`src/rtl/dff_mem_pkg.sv`:
```
// Shared types and widths for the DFF RAM arbiter and its arbiter sub-block.
// Latency: n/a (declarations only).
// Backpressure: n/a (declarations only).
package dff_mem_pkg;

    localparam int ADDR_W = 6;
    localparam int DATA_W = 8;
    localparam int N_REQ  = 2;

    typedef enum logic [1:0] {
        IDLE  = 2'd0,
        ISSUE = 2'd1,
        RESP  = 2'd2
    } state_t;

    // Index of a requester (0 or 1).
    typedef logic req_idx_t;

    // One command as seen on a requester port.
    typedef struct packed {
        logic              we;
        logic [ADDR_W-1:0] addr;
        logic [DATA_W-1:0] wdata;
    } cmd_t;

    // One-hot strobe for a requester index.
    function automatic logic [N_REQ-1:0] idx_onehot(input req_idx_t idx);
        return idx ? 2'b10 : 2'b01;
    endfunction

endpackage

```
`src/rtl/dff_mem_arbiter_if.sv`:
```
// Requester-side command/response bundle for the two RAM requesters.
// Latency: n/a (wiring only).
// Backpressure: req_ready gates acceptance; responses are strobes with no backpressure.
interface dff_mem_arbiter_if;
    import dff_mem_pkg::*;

    logic [N_REQ-1:0]  req_valid;
    logic [N_REQ-1:0]  req_ready;
    logic              req_we0;
    logic              req_we1;
    logic [ADDR_W-1:0] req_addr0;
    logic [ADDR_W-1:0] req_addr1;
    logic [DATA_W-1:0] req_wdata0;
    logic [DATA_W-1:0] req_wdata1;
    logic [N_REQ-1:0]  rsp_valid;
    logic [DATA_W-1:0] rsp_data;

    // Requester side.
    modport master (
        output req_valid, req_we0, req_we1, req_addr0, req_addr1, req_wdata0, req_wdata1,
        input  req_ready, rsp_valid, rsp_data
    );

    // Arbiter side.
    modport slave (
        input  req_valid, req_we0, req_we1, req_addr0, req_addr1, req_wdata0, req_wdata1,
        output req_ready, rsp_valid, rsp_data
    );

endinterface

```
`src/rtl/rr_arb2.sv`:
```
// Two-input round-robin arbiter; the last-grant history register lives in the parent.
// Latency: purely combinational.
// Backpressure: en=0 suppresses every grant.
module rr_arb2
    import dff_mem_pkg::*;
(
    input  logic [N_REQ-1:0] req,
    input  req_idx_t         last_grant,
    input  logic             en,
    output logic [N_REQ-1:0] grant,
    output req_idx_t         grant_idx
);

    // Lone requester wins; on contention the one not granted last time wins.
    always_comb begin
        grant     = '0;
        grant_idx = 1'b0;
        if (en) begin
            case (req)
                2'b01: begin
                    grant_idx = 1'b0;
                    grant     = idx_onehot(1'b0);
                end
                2'b10: begin
                    grant_idx = 1'b1;
                    grant     = idx_onehot(1'b1);
                end
                2'b11: begin
                    grant_idx = ~last_grant;
                    grant     = idx_onehot(~last_grant);
                end
                default: begin
                    grant     = '0;
                    grant_idx = 1'b0;
                end
            endcase
        end
    end

endmodule

```
`src/rtl/dff_mem_arbiter.sv`:
```
// Round-robin arbiter/sequencer sharing one 64x8 single-port DFF RAM between two requesters.
// Latency: accept at N, mem_ce at N+1, read data from RAM at N+2, rsp_valid/rsp_data at N+3.
// Backpressure: req_ready only in IDLE with ena=1; one transaction per 3 cycles, responses unthrottled.
module dff_mem_arbiter
    import dff_mem_pkg::*;
(
    input  logic              clk,
    input  logic              rst_n,
    input  logic              ena,
    dff_mem_arbiter_if.slave  bus,
    output logic              mem_ce,
    output logic              mem_we,
    output logic [ADDR_W-1:0] mem_addr,
    output logic [DATA_W-1:0] mem_wdata,
    input  logic [DATA_W-1:0] mem_rdata
);

    state_t           state;
    state_t           state_nxt;
    req_idx_t         last_grant;
    req_idx_t         cur_idx;
    logic             cur_we;
    logic [N_REQ-1:0] grant;
    req_idx_t         grant_idx;
    logic             accept;
    cmd_t             sel_cmd;
    logic             mem_ce_nxt;
    logic             mem_we_nxt;
    logic [N_REQ-1:0] rsp_valid_nxt;
    logic [N_REQ-1:0] rsp_valid_q;
    logic [DATA_W-1:0] rsp_data_q;

    // Grants are only offered while the RAM sequencer is idle.
    rr_arb2 u_arb (
        .req        (bus.req_valid),
        .last_grant (last_grant),
        .en         (ena && (state == IDLE)),
        .grant      (grant),
        .grant_idx  (grant_idx)
    );

    assign accept        = |grant;
    assign bus.req_ready = grant;
    assign bus.rsp_valid = rsp_valid_q;
    assign bus.rsp_data  = rsp_data_q;

    // Steer the winning requester's command fields toward the latch.
    always_comb begin
        sel_cmd       = '0;
        sel_cmd.we    = grant_idx ? bus.req_we1    : bus.req_we0;
        sel_cmd.addr  = grant_idx ? bus.req_addr1  : bus.req_addr0;
        sel_cmd.wdata = grant_idx ? bus.req_wdata1 : bus.req_wdata0;
    end

    // FSM state register.
    always_ff @(posedge clk) begin
        if (!rst_n) begin
            state <= IDLE;
        end else begin
            state <= state_nxt;
        end
    end

    // Next state plus next values of the registered strobes.
    always_comb begin
        state_nxt     = state;
        mem_ce_nxt    = 1'b0;
        mem_we_nxt    = 1'b0;
        rsp_valid_nxt = '0;
        case (state)
            IDLE: begin
                if (accept) begin
                    state_nxt  = ISSUE;
                    mem_ce_nxt = 1'b1;
                    mem_we_nxt = sel_cmd.we;
                end
            end
            ISSUE: begin
                state_nxt = RESP;
            end
            RESP: begin
                state_nxt     = IDLE;
                rsp_valid_nxt = idx_onehot(cur_idx);
            end
            default: begin
                state_nxt = IDLE;
            end
        endcase
    end

    // Command latch, RAM pin registers and response registers; reset abandons any in-flight op.
    always_ff @(posedge clk) begin
        if (!rst_n) begin
            last_grant  <= 1'b1;
            cur_idx     <= 1'b0;
            cur_we      <= 1'b0;
            mem_ce      <= 1'b0;
            mem_we      <= 1'b0;
            mem_addr    <= '0;
            mem_wdata   <= '0;
            rsp_valid_q <= '0;
            rsp_data_q  <= '0;
        end else begin
            mem_ce      <= mem_ce_nxt;
            mem_we      <= mem_we_nxt;
            rsp_valid_q <= rsp_valid_nxt;
            if (accept) begin
                last_grant <= grant_idx;
                cur_idx    <= grant_idx;
                cur_we     <= sel_cmd.we;
                mem_addr   <= sel_cmd.addr;
                mem_wdata  <= sel_cmd.wdata;
            end
            // Writes leave rsp_data holding the last read value.
            if ((state == RESP) && !cur_we) begin
                rsp_data_q <= mem_rdata;
            end
        end
    end

endmodule

```
`src/flat_wrapper.sv`:
```
// flat-port wrapper written by rule: the top's interface ports become plain ports
module dff_mem_arbiter_flat import dff_mem_pkg::*;
  (clk, rst_n, ena, mem_ce, mem_we, mem_addr, mem_wdata, mem_rdata, bus_req_valid, bus_req_we0, bus_req_we1, bus_req_addr0, bus_req_addr1, bus_req_wdata0, bus_req_wdata1, bus_req_ready, bus_rsp_valid, bus_rsp_data);
  dff_mem_arbiter_if bus_i ();
  input  logic clk;
  input  logic rst_n;
  input  logic ena;
  output logic mem_ce;
  output logic mem_we;
  output logic [ADDR_W-1:0] mem_addr;
  output logic [DATA_W-1:0] mem_wdata;
  input  logic [DATA_W-1:0] mem_rdata;
  input wire logic [$bits(bus_i.req_valid)-1:0] bus_req_valid;
  input wire logic [$bits(bus_i.req_we0)-1:0] bus_req_we0;
  input wire logic [$bits(bus_i.req_we1)-1:0] bus_req_we1;
  input wire logic [$bits(bus_i.req_addr0)-1:0] bus_req_addr0;
  input wire logic [$bits(bus_i.req_addr1)-1:0] bus_req_addr1;
  input wire logic [$bits(bus_i.req_wdata0)-1:0] bus_req_wdata0;
  input wire logic [$bits(bus_i.req_wdata1)-1:0] bus_req_wdata1;
  output wire logic [$bits(bus_i.req_ready)-1:0] bus_req_ready;
  output wire logic [$bits(bus_i.rsp_valid)-1:0] bus_rsp_valid;
  output wire logic [$bits(bus_i.rsp_data)-1:0] bus_rsp_data;
  assign bus_i.req_valid = bus_req_valid;
  assign bus_i.req_we0 = bus_req_we0;
  assign bus_i.req_we1 = bus_req_we1;
  assign bus_i.req_addr0 = bus_req_addr0;
  assign bus_i.req_addr1 = bus_req_addr1;
  assign bus_i.req_wdata0 = bus_req_wdata0;
  assign bus_i.req_wdata1 = bus_req_wdata1;
  assign bus_req_ready = bus_i.req_ready;
  assign bus_rsp_valid = bus_i.rsp_valid;
  assign bus_rsp_data = bus_i.rsp_data;
  dff_mem_arbiter u_core (.clk(clk), .rst_n(rst_n), .ena(ena), .bus(bus_i), .mem_ce(mem_ce), .mem_we(mem_we), .mem_addr(mem_addr), .mem_wdata(mem_wdata), .mem_rdata(mem_rdata));
endmodule
```
`config.mk`:
```
export PLATFORM = sky130hd
export DESIGN_NAME = dff_mem_arbiter_flat
export DESIGN_NICKNAME = d
export VERILOG_FILES = /design/src/rtl/dff_mem_pkg.sv /design/src/rtl/dff_mem_arbiter_if.sv /design/src/rtl/rr_arb2.sv /design/src/rtl/dff_mem_arbiter.sv /design/src/flat_wrapper.sv
export SDC_FILE = /design/constraint.sdc
export NUM_CORES = 1
export LEC_CHECK = 0
export BUFFER_PORTS_ARGS = -buffer_cell sky130_fd_sc_hd__buf_2
export CORE_MARGIN = 2
export CORE_UTILIZATION = 30
export CTS_CLUSTER_DIAMETER = 100
export DETAILED_ROUTE_END_ITERATION = 10
export GPL_TIMING_DRIVEN = 0
export PLACE_DENSITY = 0.64
export SETUP_SLACK_MARGIN = 0.1
export SLEW_MARGIN = 25
export SYNTH_ARGS = -nofsm -noshare
export SYNTH_HDL_FRONTEND = slang
export SYNTH_SLANG_ARGS = --single-unit
```
`constraint.sdc`:
```
create_clock -name clk -period 1.8 [get_ports clk]
set_input_delay 0.09 -clock clk [delete_from_list [all_inputs] [get_ports clk]]
set_output_delay 0.09 -clock clk [all_outputs]
set_load 0.005 [all_outputs]
```
==> impl_metrics.ini <==
[global_routing]
grt_start_max_net_pins = 13
grt_pass1_vias = 1166
globalRouteTotalUtil_pct = 13.6
grt_remaining_overflow = 0
antenna_found_initial = 0
grt_first_pass_wirelength_mm = 5.33

[placed_design]
postPlaceCellArea_um2 = 1720
placement.io_buffers = 70
gpl.final_weighted_congestion = 0.734
place_worst_setup_slack_ns = 0.346
place.detailed.hpwl_mm = 2.45

[sta]
final_critical_path_setup_slack_ns = 0.265
worst-slew-pin-transition_ns = 0.498
rsz_0062_raised_after_global_routing = no
setup_violations = 0
maxSlewViolCount = 0
final.period_utilization_pct = 85.3
finalSetupTns_ns = 0
min_period_ns = 1.54
hold_viol = 0
achievable-frequency_mhz = 651
max-slew-margin-rel_pct = 66.8
clock-skew-final_ns = 0.00479

[setup_path]
critPathLaunchType = register
cp.arrival_ns = 1.45
reg2reg_depth = 4
worst-r2r-setup-slack_ns = 0.36
worstReg2RegEnd = u_core.mem_wdata[1]
cp.required_ns = 1.71
regToRegStartpoint = u_core.state[1]
path_max_fanout = 12
critical_path.endpoint_type = output pin
timing.setup.critical_path_class = register to output pin

[hold_path]
worst_hold_path_type = input pin to register
min_from = mem_rdata[6]
hold_path_depth = 3
holdPathEnd = u_core.bus.rsp_data[6]

[detailed_routing]
routed_wire_length_per_instance_um = 13.7
drt-pass1-iter-count = 4
drt_iter0_drc = 23
drt_drc_violations_left = 0
route.detailed.vias_per_inst = 4.99
detail-route-antenna-nets = 0
vias = 1213
routed_wl_mm = 3.33

[floorplanning]
die_height_um = 70.0
placeableCoreArea_um2 = 4260
num_io_pins = 71
fp.dieW_um = 70.0
initial_cell_density_of_the_core_pct = 30.7
num_rows = 24
die-area_um2 = 4900

[layout]
postLayoutCellArea_um2 = 1800
final_nets = 233
multi_input_comb_area_um2 = 599
fillerInstances = 444
drive_above_1_share_pct = 46.6
final_common_cell = buf_2
area_of_all_sequential_standard_cells_um2 = 621
postLayoutCoreUtil_pct = 42.2
antenna-diode-count = 0
final_cell_mix = buf_2, dfxtp_1, o32a_1, o221a_1, nor2_1
layout_area_growth_over_synthesis_pct = 37.7

[power]
combinationalPowerShare_pct = 17.3
power.ir.vdd_worst_v = 0.000432
pwr_density_cell_nw_per_um2 = 847
seq_power_share_pct = 49.2
p_clk_share_pct = 33.5
p_leak_uw = 0.000824
power.switching_uw = 381
internal_power_uw = 1140
sw_frac_of_total_pct = 25.0

[logic_synthesis]
average_instance_area_after_synthesis_um2 = 11.5
netlist.area_leader.share_pct = 47.5
synth_area_um2 = 1310
synth.yosys.warnings = 0
post_synth_num_cell_types = 22
ys_seq_area_share_pct = 47.5
synth_largest_area_cell = dfxtp_1
number_of_register_bits_inferred_by_synthesis = 31
synthesis.nets = 157
netlist_top_cells_area = dfxtp_1, o221a_1, o32a_1, mux2i_1, buf_6
netlist_instances = 114

[status]
outcome = complete, no violations

[job]
max_cap_violations = 0

[clocking]
cts.reportedPaths.clkPinSlew_ns = 0.06
clock_tree_from_tritoncts = yes
tritoncts_num_sinks = 31
h_tree_depth = 2
clock_tree.root_cell = clkbuf_8
postCtsSetupBuffers = 0
clk-insertion-delay-late_ns = 0.28
clk_path_buf_depth = 2
num_cts_buffers = 5
## cells by family (layout without fill, tap and decap cells)
group	after synthesis	after routing	share of synthesized area, %
buffers and inverters	14	91	6.70
muxes	9	9	6.89
DFF	31	31	47.5
and+or+nand+nor	27	27	12.3
AOI/OAI and AO/OA	33	33	26.6
## metal layers
layer / part of all wire [%] / GRT usage [%] / vias up
met5: 0 / 0 / -
met4: 1.0 / 5.13 / 0
met3: 8.3 / 5.48 / 6
met2: 46 / 21.4 / 47
met1: 45 / 16.8 / 561
li1: - / - / 599
## area by class of cell
cell class	instances	share of cell area, %
clock inverter	1	0.278
clock buffer	7	4.24
multi-input combinational	69	33.3
inverter	2	0.417
buffer	11	4.24
timing repair buffer	70	19.5
tap	52	3.61
sequential	31	34.5
## stage by stage
step | instances | total power [uW] | hold slack (ns)
floorplan | 114 | 918 | 0.237
global placement | 236 | 1030 | 0.322
detailed placement | 236 | 1030 | 0.331
CTS | 243 | 1550 | 0.0420
global route | 243 | 1600 | 0.0567
finish | 243 | 1530 | 0.0472
## synthesized netlist by cell type
cell type and n:
dfxtp_1 31, o221a_1 15, o32a_1 15, nor2_1 11, mux2i_1 9, buf_2 4, buf_6 4, clkbuf_1 4
nand2_1 3, nor2b_1 3, nor3_1 3, nor3b_1 2, a21bo_1 1, a221o_1 1, a31o_1 1, and3_1 1
clkinv_1 1, inv_2 1, nor2_2 1, nor2_8 1, nor3_4 1, or3b_4 1
## power by group through the flow
stage          sequential (uW)  clock, uW  combinational [uW]
6_report                   751        511                 264
5_1_grt                    755        559                 290
4_1_cts                    751        533                 268
3_5_place_dp               766          0                 268
3_3_place_gp               766          0                 267
2_1_floorplan              768          0                 150
## registers in the layout, summed over array words and instances, names as in the netlist
register / flops
u_core.state: 2
u_core.cur_idx: 1
u_core.mem_ce: 1
u_core.bus.rsp_data: 8
u_core.cur_we: 1
u_core.bus.rsp_valid: 2
u_core.last_grant: 1
u_core.mem_wdata: 8
u_core.mem_addr: 6
u_core.mem_we: 1
## how the worst max path moves through the flow
stage / startpoint / cells past startpoint / to
6_report: u_core.state[1] / 3 / bus_req_ready[0]
5_1_grt: u_core.state[1] / 3 / bus_req_ready[0]
4_1_cts: u_core.state[1] / 3 / bus_req_ready[0]
3_5_place_dp: u_core.state[1] / 4 / bus_req_ready[0]
3_3_place_gp: u_core.state[1] / 4 / bus_req_ready[0]
2_1_floorplan: u_core.state[1] / 3 / u_core.cur_we
## critical path: stages (launching register included)
cell and delay, ns:
dfxtp_1 0.34, or3b_4 0.51, nor3_1 0.18, buf_2 0.13
## timing repair
action | 4_1_cts | 5_1_grt
hold buffers | 0 | 0
setup endpoints to repair | 1 | 0
resized for setup | 0 | 0
endpoints found under the hold margin | 0 | 0
Note: power is estimated with default switching activity, not from simulation.
